==> config.mk <==
export PLATFORM = sky130hd
export DESIGN_NAME = calc_sequencer
export DESIGN_NICKNAME = d
export VERILOG_FILES = /design/src/rtl/calc_sequencer.sv
export SDC_FILE = /design/constraint.sdc
export NUM_CORES = 1
export LEC_CHECK = 0
export CAP_MARGIN = 20
export CORE_MARGIN = 5
export CORE_UTILIZATION = 45
export CTS_CLUSTER_SIZE = 16
export DETAILED_ROUTE_END_ITERATION = 12
export HOLD_SLACK_MARGIN = 0.15
export PLACE_DENSITY = 0.94
export RECOVER_POWER = 100
export SYNTH_ARGS = -nofsm -noshare
export SYNTH_HDL_FRONTEND = slang
export SYNTH_SLANG_ARGS = --single-unit
==> constraint.sdc <==
create_clock -name clk -period 3.18 [get_ports clk]
set_input_delay 0.636 -clock clk [delete_from_list [all_inputs] [get_ports clk]]
set_output_delay 0.636 -clock clk [all_outputs]
set_load 0.01 [all_outputs]
==> src/rtl/calc_sequencer.sv <==
// Calculator sequencer: reads operand pairs from the two SRAM macros, feeds the adder,
// packs two sums per 64-bit buffer word and writes each word back through port 0.
module calc_sequencer #(
  parameter int ADDR_W = 9,
  parameter int DATA_W = 32
) (
  input  logic              clk,
  input  logic              rst,
  input  logic              start,
  input  logic [ADDR_W-1:0] read_start_addr,
  input  logic [ADDR_W-1:0] read_end_addr,
  input  logic [ADDR_W-1:0] write_start_addr,
  input  logic [ADDR_W-1:0] write_end_addr,
  input  logic [DATA_W-1:0] sram_rdata_a,
  input  logic [DATA_W-1:0] sram_rdata_b,
  input  logic [DATA_W-1:0] sum,
  output logic              csb1,
  output logic [ADDR_W-1:0] addr1,
  output logic              csb0,
  output logic              web0,
  output logic [ADDR_W-1:0] addr0,
  output logic [DATA_W-1:0] op_a,
  output logic [DATA_W-1:0] op_b,
  output logic              buf_load,
  output logic              buf_loc,
  output logic              buf_clear,
  output logic              busy,
  output logic              done
);

  typedef enum logic [2:0] {
    IDLE  = 3'd0,
    READ  = 3'd1,
    WAIT  = 3'd2,
    ADD   = 3'd3,
    WRITE = 3'd4,
    DONE  = 3'd5
  } state_t;

  localparam logic [ADDR_W-1:0] ADDR_ONE  = {{(ADDR_W-1){1'b0}}, 1'b1};
  localparam logic [ADDR_W-1:0] ADDR_ZERO = {ADDR_W{1'b0}};
  localparam logic [DATA_W-1:0] DATA_ZERO = {DATA_W{1'b0}};

  state_t            state_r, state_s;
  logic [ADDR_W-1:0] rd_ptr_r, rd_ptr_s;
  logic [ADDR_W-1:0] wr_ptr_r, wr_ptr_s;
  logic [ADDR_W-1:0] rd_end_r, rd_end_s;
  logic [ADDR_W-1:0] wr_end_r, wr_end_s;
  logic              half_r, half_s;
  logic              clear_s;
  logic              last_rd_s;
  logic              sum_unused_s;

  // The adder result goes straight into the buffer; the sequencer only times its capture.
  assign sum_unused_s = ^sum;
  assign last_rd_s    = (rd_ptr_r == rd_end_r);

  // Next-state, pointer and buffer-clear decode.
  always_comb begin
    state_s  = state_r;
    rd_ptr_s = rd_ptr_r;
    wr_ptr_s = wr_ptr_r;
    rd_end_s = rd_end_r;
    wr_end_s = wr_end_r;
    half_s   = half_r;
    clear_s  = 1'b0;
    case (state_r)
      IDLE: begin
        if (start) begin
          rd_ptr_s = read_start_addr;
          wr_ptr_s = write_start_addr;
          rd_end_s = read_end_addr;
          wr_end_s = write_end_addr;
          half_s   = 1'b0;
          clear_s  = 1'b1;
          if ((read_start_addr > read_end_addr) || (write_start_addr > write_end_addr)) begin
            state_s = DONE;
          end else begin
            state_s = READ;
          end
        end else begin
          state_s = IDLE;
        end
      end
      READ: state_s = WAIT;
      WAIT: state_s = ADD;
      ADD: begin
        if (half_r || last_rd_s) begin
          state_s = WRITE;
        end else begin
          half_s   = 1'b1;
          rd_ptr_s = rd_ptr_r + ADDR_ONE;
          state_s  = READ;
        end
      end
      WRITE: begin
        // End checks run before any increment, so pointers never wrap.
        if (last_rd_s || (wr_ptr_r == wr_end_r)) begin
          state_s = DONE;
        end else begin
          wr_ptr_s = wr_ptr_r + ADDR_ONE;
          rd_ptr_s = rd_ptr_r + ADDR_ONE;
          half_s   = 1'b0;
          clear_s  = 1'b1;
          state_s  = READ;
        end
      end
      DONE:    state_s = IDLE;
      default: state_s = IDLE;
    endcase
  end

  // State, pointers and strobes; strobes are registered from the next-state decode.
  always_ff @(posedge clk) begin
    if (rst) begin
      state_r   <= IDLE;
      rd_ptr_r  <= ADDR_ZERO;
      wr_ptr_r  <= ADDR_ZERO;
      rd_end_r  <= ADDR_ZERO;
      wr_end_r  <= ADDR_ZERO;
      half_r    <= 1'b0;
      csb1      <= 1'b1;
      addr1     <= ADDR_ZERO;
      csb0      <= 1'b1;
      web0      <= 1'b1;
      addr0     <= ADDR_ZERO;
      buf_load  <= 1'b0;
      buf_loc   <= 1'b0;
      buf_clear <= 1'b0;
      busy      <= 1'b0;
      done      <= 1'b0;
    end else begin
      state_r   <= state_s;
      rd_ptr_r  <= rd_ptr_s;
      wr_ptr_r  <= wr_ptr_s;
      rd_end_r  <= rd_end_s;
      wr_end_r  <= wr_end_s;
      half_r    <= half_s;
      csb1      <= (state_s != READ);
      addr1     <= (state_s == READ) ? rd_ptr_s : ADDR_ZERO;
      csb0      <= (state_s != WRITE);
      web0      <= (state_s != WRITE);
      addr0     <= (state_s == WRITE) ? wr_ptr_s : ADDR_ZERO;
      buf_load  <= (state_s == ADD);
      buf_loc   <= (state_s == ADD) ? half_s : 1'b0;
      buf_clear <= clear_s;
      busy      <= (state_s != IDLE);
      done      <= (state_s == DONE);
    end
  end

  // Operand capture at the end of WAIT, when the SRAM output is valid.
  always_ff @(posedge clk) begin
    if (rst) begin
      op_a <= DATA_ZERO;
      op_b <= DATA_ZERO;
    end else if (state_r == WAIT) begin
      op_a <= sram_rdata_a;
      op_b <= sram_rdata_b;
    end else begin
      op_a <= op_a;
      op_b <= op_b;
    end
  end

endmodule

==> flow_metrics.tcl, run 1 <==
set metrics [dict create \
    outcome "completed" \
    yosysUniqueCellTypes 63 \
    grt_pass1_wl_mm 26.23 \
    core_area_um2 12160 \
    clockBufferDepth 2 \
    maxCapViolCount 0 \
    io_buffers 192 \
    clk_pin_slew_worst_paths_ns 0.05 \
    tightest_slew_ns 1.250 \
    start_util_pct 46.35 \
    p_leak_nw 3.356 \
    cpMostUsedCell "a21oi_1" \
    diodes 0 \
    sw_frac_of_total_pct 33.34 \
    vias 5620 \
    power_frac_comb_pct 32.1 \
    cp.required_ns 3.51 \
    synthCells 700 \
    die_w_um 121.9 \
    dr.first_iter.drc_count 406 \
    finalWeightedCongestion 0.8949 \
    grt_max_degree 77 \
    dieHeight_um 121.9 \
    finalHoldViolations 0 \
    ys.flop_type "dfxtp_1" \
    fin_skew_ns 0.007112 \
    clkPwrFrac_pct 32.5 \
    p_per_area_nw_per_um2 742.9 \
    viasPerCell 5.312 \
    ctsResizeCount 0 \
    slowest_stage "dlygate4sd3_1" \
    path_cells "dlygate4sd3_1 -> inv_1 -> ha_1 -> a21oi_1 -> o21ai_0 -> a2111oi_0 -> o22a_1 -> a21oi_1 -> nor3_1" \
    synth_area_per_cell_um2 8.052 \
    internal_power_w 0.004069 \
    layout_common_cells "205 x nand2_1, 129 x dfxtp_1, 103 x a21oi_1" \
    synth-async-reset-ratio_pct 0 \
    critPathMaxStageDelay_ns 0.60 \
    worst_ep_arrival_time_ns 3.14 \
    timing.rr.start "state_r[2]" \
    hold_buffers 0 \
    synth_nets 855 \
    critPathLaunchType "input pin" \
    clk_latency_ns 0.42 \
    final_core_util_pct 67.56 \
    synth_seq_cells 129 \
    ff2ff_path_depth 4 \
    tritoncts "done" \
    slew_headroom_pct 16.70 \
    fin_setup_tns_ns 0 \
    finalWirelength_mm 16.76 \
    switchingPower_w 0.002035 \
    cp_max_fo 6 \
    post-cts-setup-buffers 0 \
    grt_overflow 0 \
    fillers 981 \
    clkSinkCount 129 \
    ys.warnings.count 0 \
    reg2reg_to "addr0[8]" \
    hpwl_mm 12.14 \
    die_area_um2 14860 \
    setup_viol 0 \
    drt_first_pass_iters 5 \
    antenna_found_initial 0 \
    area_delta_synth_final_pct 45.77 \
    drc 0 \
    root_buffer "clkbuf_16" \
    crit_start "read_end_addr[8]" \
    synth_area_um2 5637 \
    htree_levels 4 \
    ant_nets 0 \
    grt_pass1_vias 5401 \
    max_freq_ghz 0.3559 \
    post-route-period-util_pct 88.36 \
    wl_per_cell_um 15.84 \
    peakVddDrop_v 0.0004809 \
    hold_class "register to register" \
    drive_gt1_share_pct 5.618 \
    synth_edf_count 0 \
    fp-row-count 40 \
    slew_violations 0 \
    cp-endpoint "addr1[6]" \
    path_class "input pin to register" \
    rsz0062_at_grt "no" \
    yosysSeqAreaShare_pct 45.82 \
    layout_min_cycle_time_ns 2.810 \
    timing.reg2reg.setup_slack_ns 0.45 \
    critical_path.endpoint_type "register" \
    cts_buffers 17 \
    seqPwrFrac_pct 35.4 \
    final_common_cell "nand2_1" \
    ios 225 \
    fin_nets 1034 \
    grt_use_total_pct 22.42 \
]
cell families (layout without fill, tap and decap cells):
family          count (synthesis)  count (layout)  synth area share, %
simple gates                  288             288                21.75
flops                         129             129                45.82
mux                             3               3               0.5549
fa+ha+maj                      20              20                4.440
xor+xnor                       19              19                3.086
buf+inv                        68             258                5.127
compound gates                173             173                19.22
cell usage after synthesis, types with 4 or more instances:
cell,count,area share (%)
dfxtp_1,129,46
ha_1,20,4.4
inv_1,26,1.7
nor3_1,13,1.2
clkbuf_1,31,2.1
a21o_1,4,0.53
a21oi_1,102,9.1
nand3_1,10,0.89
a31oi_1,4,0.44
and2_1,6,0.67
nor2_1,26,1.7
o21ai_0,9,0.80
o211ai_1,9,1.2
xnor2_1,9,1.4
o31a_1,5,0.78
nand2_1,206,14
xor2_1,9,1.4
o211a_1,6,1.1
nand4_1,9,1.0
registers in the layout, summed over array words and instances (netlist names):
register	flops
op_b	32
rd_ptr_r	9
done	1
addr0	9
csb1	1
half_r	1
buf_loc	1
wr_ptr_r	9
state_r	3
busy	1
buf_load	1
rd_end_r	9
addr1	9
web0	1
op_a	32
wr_end_r	9
buf_clear	1
power groups by stage:
stage / sequential (W) / combinational, W / clock [W]
2_1_floorplan: 0.00221 / 0.00121 / 0
3_5_place_dp: 0.00220 / 0.00204 / 0
6_report: 0.00216 / 0.00196 / 0.00199
4_1_cts: 0.00217 / 0.00206 / 0.00201
5_1_grt: 0.00221 / 0.00216 / 0.00209
3_3_place_gp: 0.00218 / 0.00198 / 0
area by class of cell:
type | instances | area (µm²) | area share [%]
clock buffer | 25 | 505.5 | 6.152
tap | 168 | 210.2 | 2.558
inverter | 26 | 97.59 | 1.188
multi-input combinational | 503 | 2736 | 33.30
timing repair buffer | 202 | 1984 | 24.15
clock inverter | 5 | 100.1 | 1.218
sequential | 129 | 2582 | 31.43
critical path, delay by kind of cell:
kind	cells	cell delay (ns)
fa+ha+maj	1	0.31
buf+inv	2	0.66
simple gates	1	0.25
compound gates	5	1.28
worst min path at each step:
stage,start,endpoint,cells past startpoint
final,op_a[26],op_a[26],2
after global routing,op_a[26],op_a[26],2
after CTS,op_a[20],op_a[20],2
after detailed placement,op_a[27],op_a[27],2
after global placement,op_b[14],op_b[14],2
after floorplan,rd_end_r[0],rd_end_r[0],2
through the flow:
step | power, W | worst slack, ns | instances | hold WS (ns) | area, µm²
3_5_place_dp | 0.004237 | 0.02040 | 1028 | 0.4455 | 7660
6_report | 0.006104 | 0.3702 | 1058 | 0.4472 | 8217
5_1_grt | 0.006459 | 0.1847 | 1058 | 0.4679 | 8217
4_1_cts | 0.006243 | 0.4329 | 1058 | 0.4528 | 8265
3_3_place_gp | 0.004159 | 0.05014 | 1028 | 0.4406 | 7660
2_1_floorplan | 0.003412 | 0.9327 | 700 | 0.4481 | 5637
per-layer routing:
metal	routed length (µm)	vias to the layer above	GRT usage [%]
li1	-	2745	-
met1	6547	2623	25.46
met2	8548	214	39.26
met3	1266	38	6.778
met4	393	0	9.034
met5	0	-	0
Power figures use the tool's default switching activity.
==> run 2, diff against run 1 <==
--- a/config.mk
+++ b/config.mk
@@ -5,6 +5,7 @@
 export SDC_FILE = /design/constraint.sdc
 export NUM_CORES = 1
 export LEC_CHECK = 0
+export ABC_CLOCK_PERIOD_IN_PS = 3180
 export CAP_MARGIN = 20
 export CORE_MARGIN = 5
 export CORE_UTILIZATION = 45
==> results of run 2 <==
Final layout, timing and power as in run 1 (identical DEF).
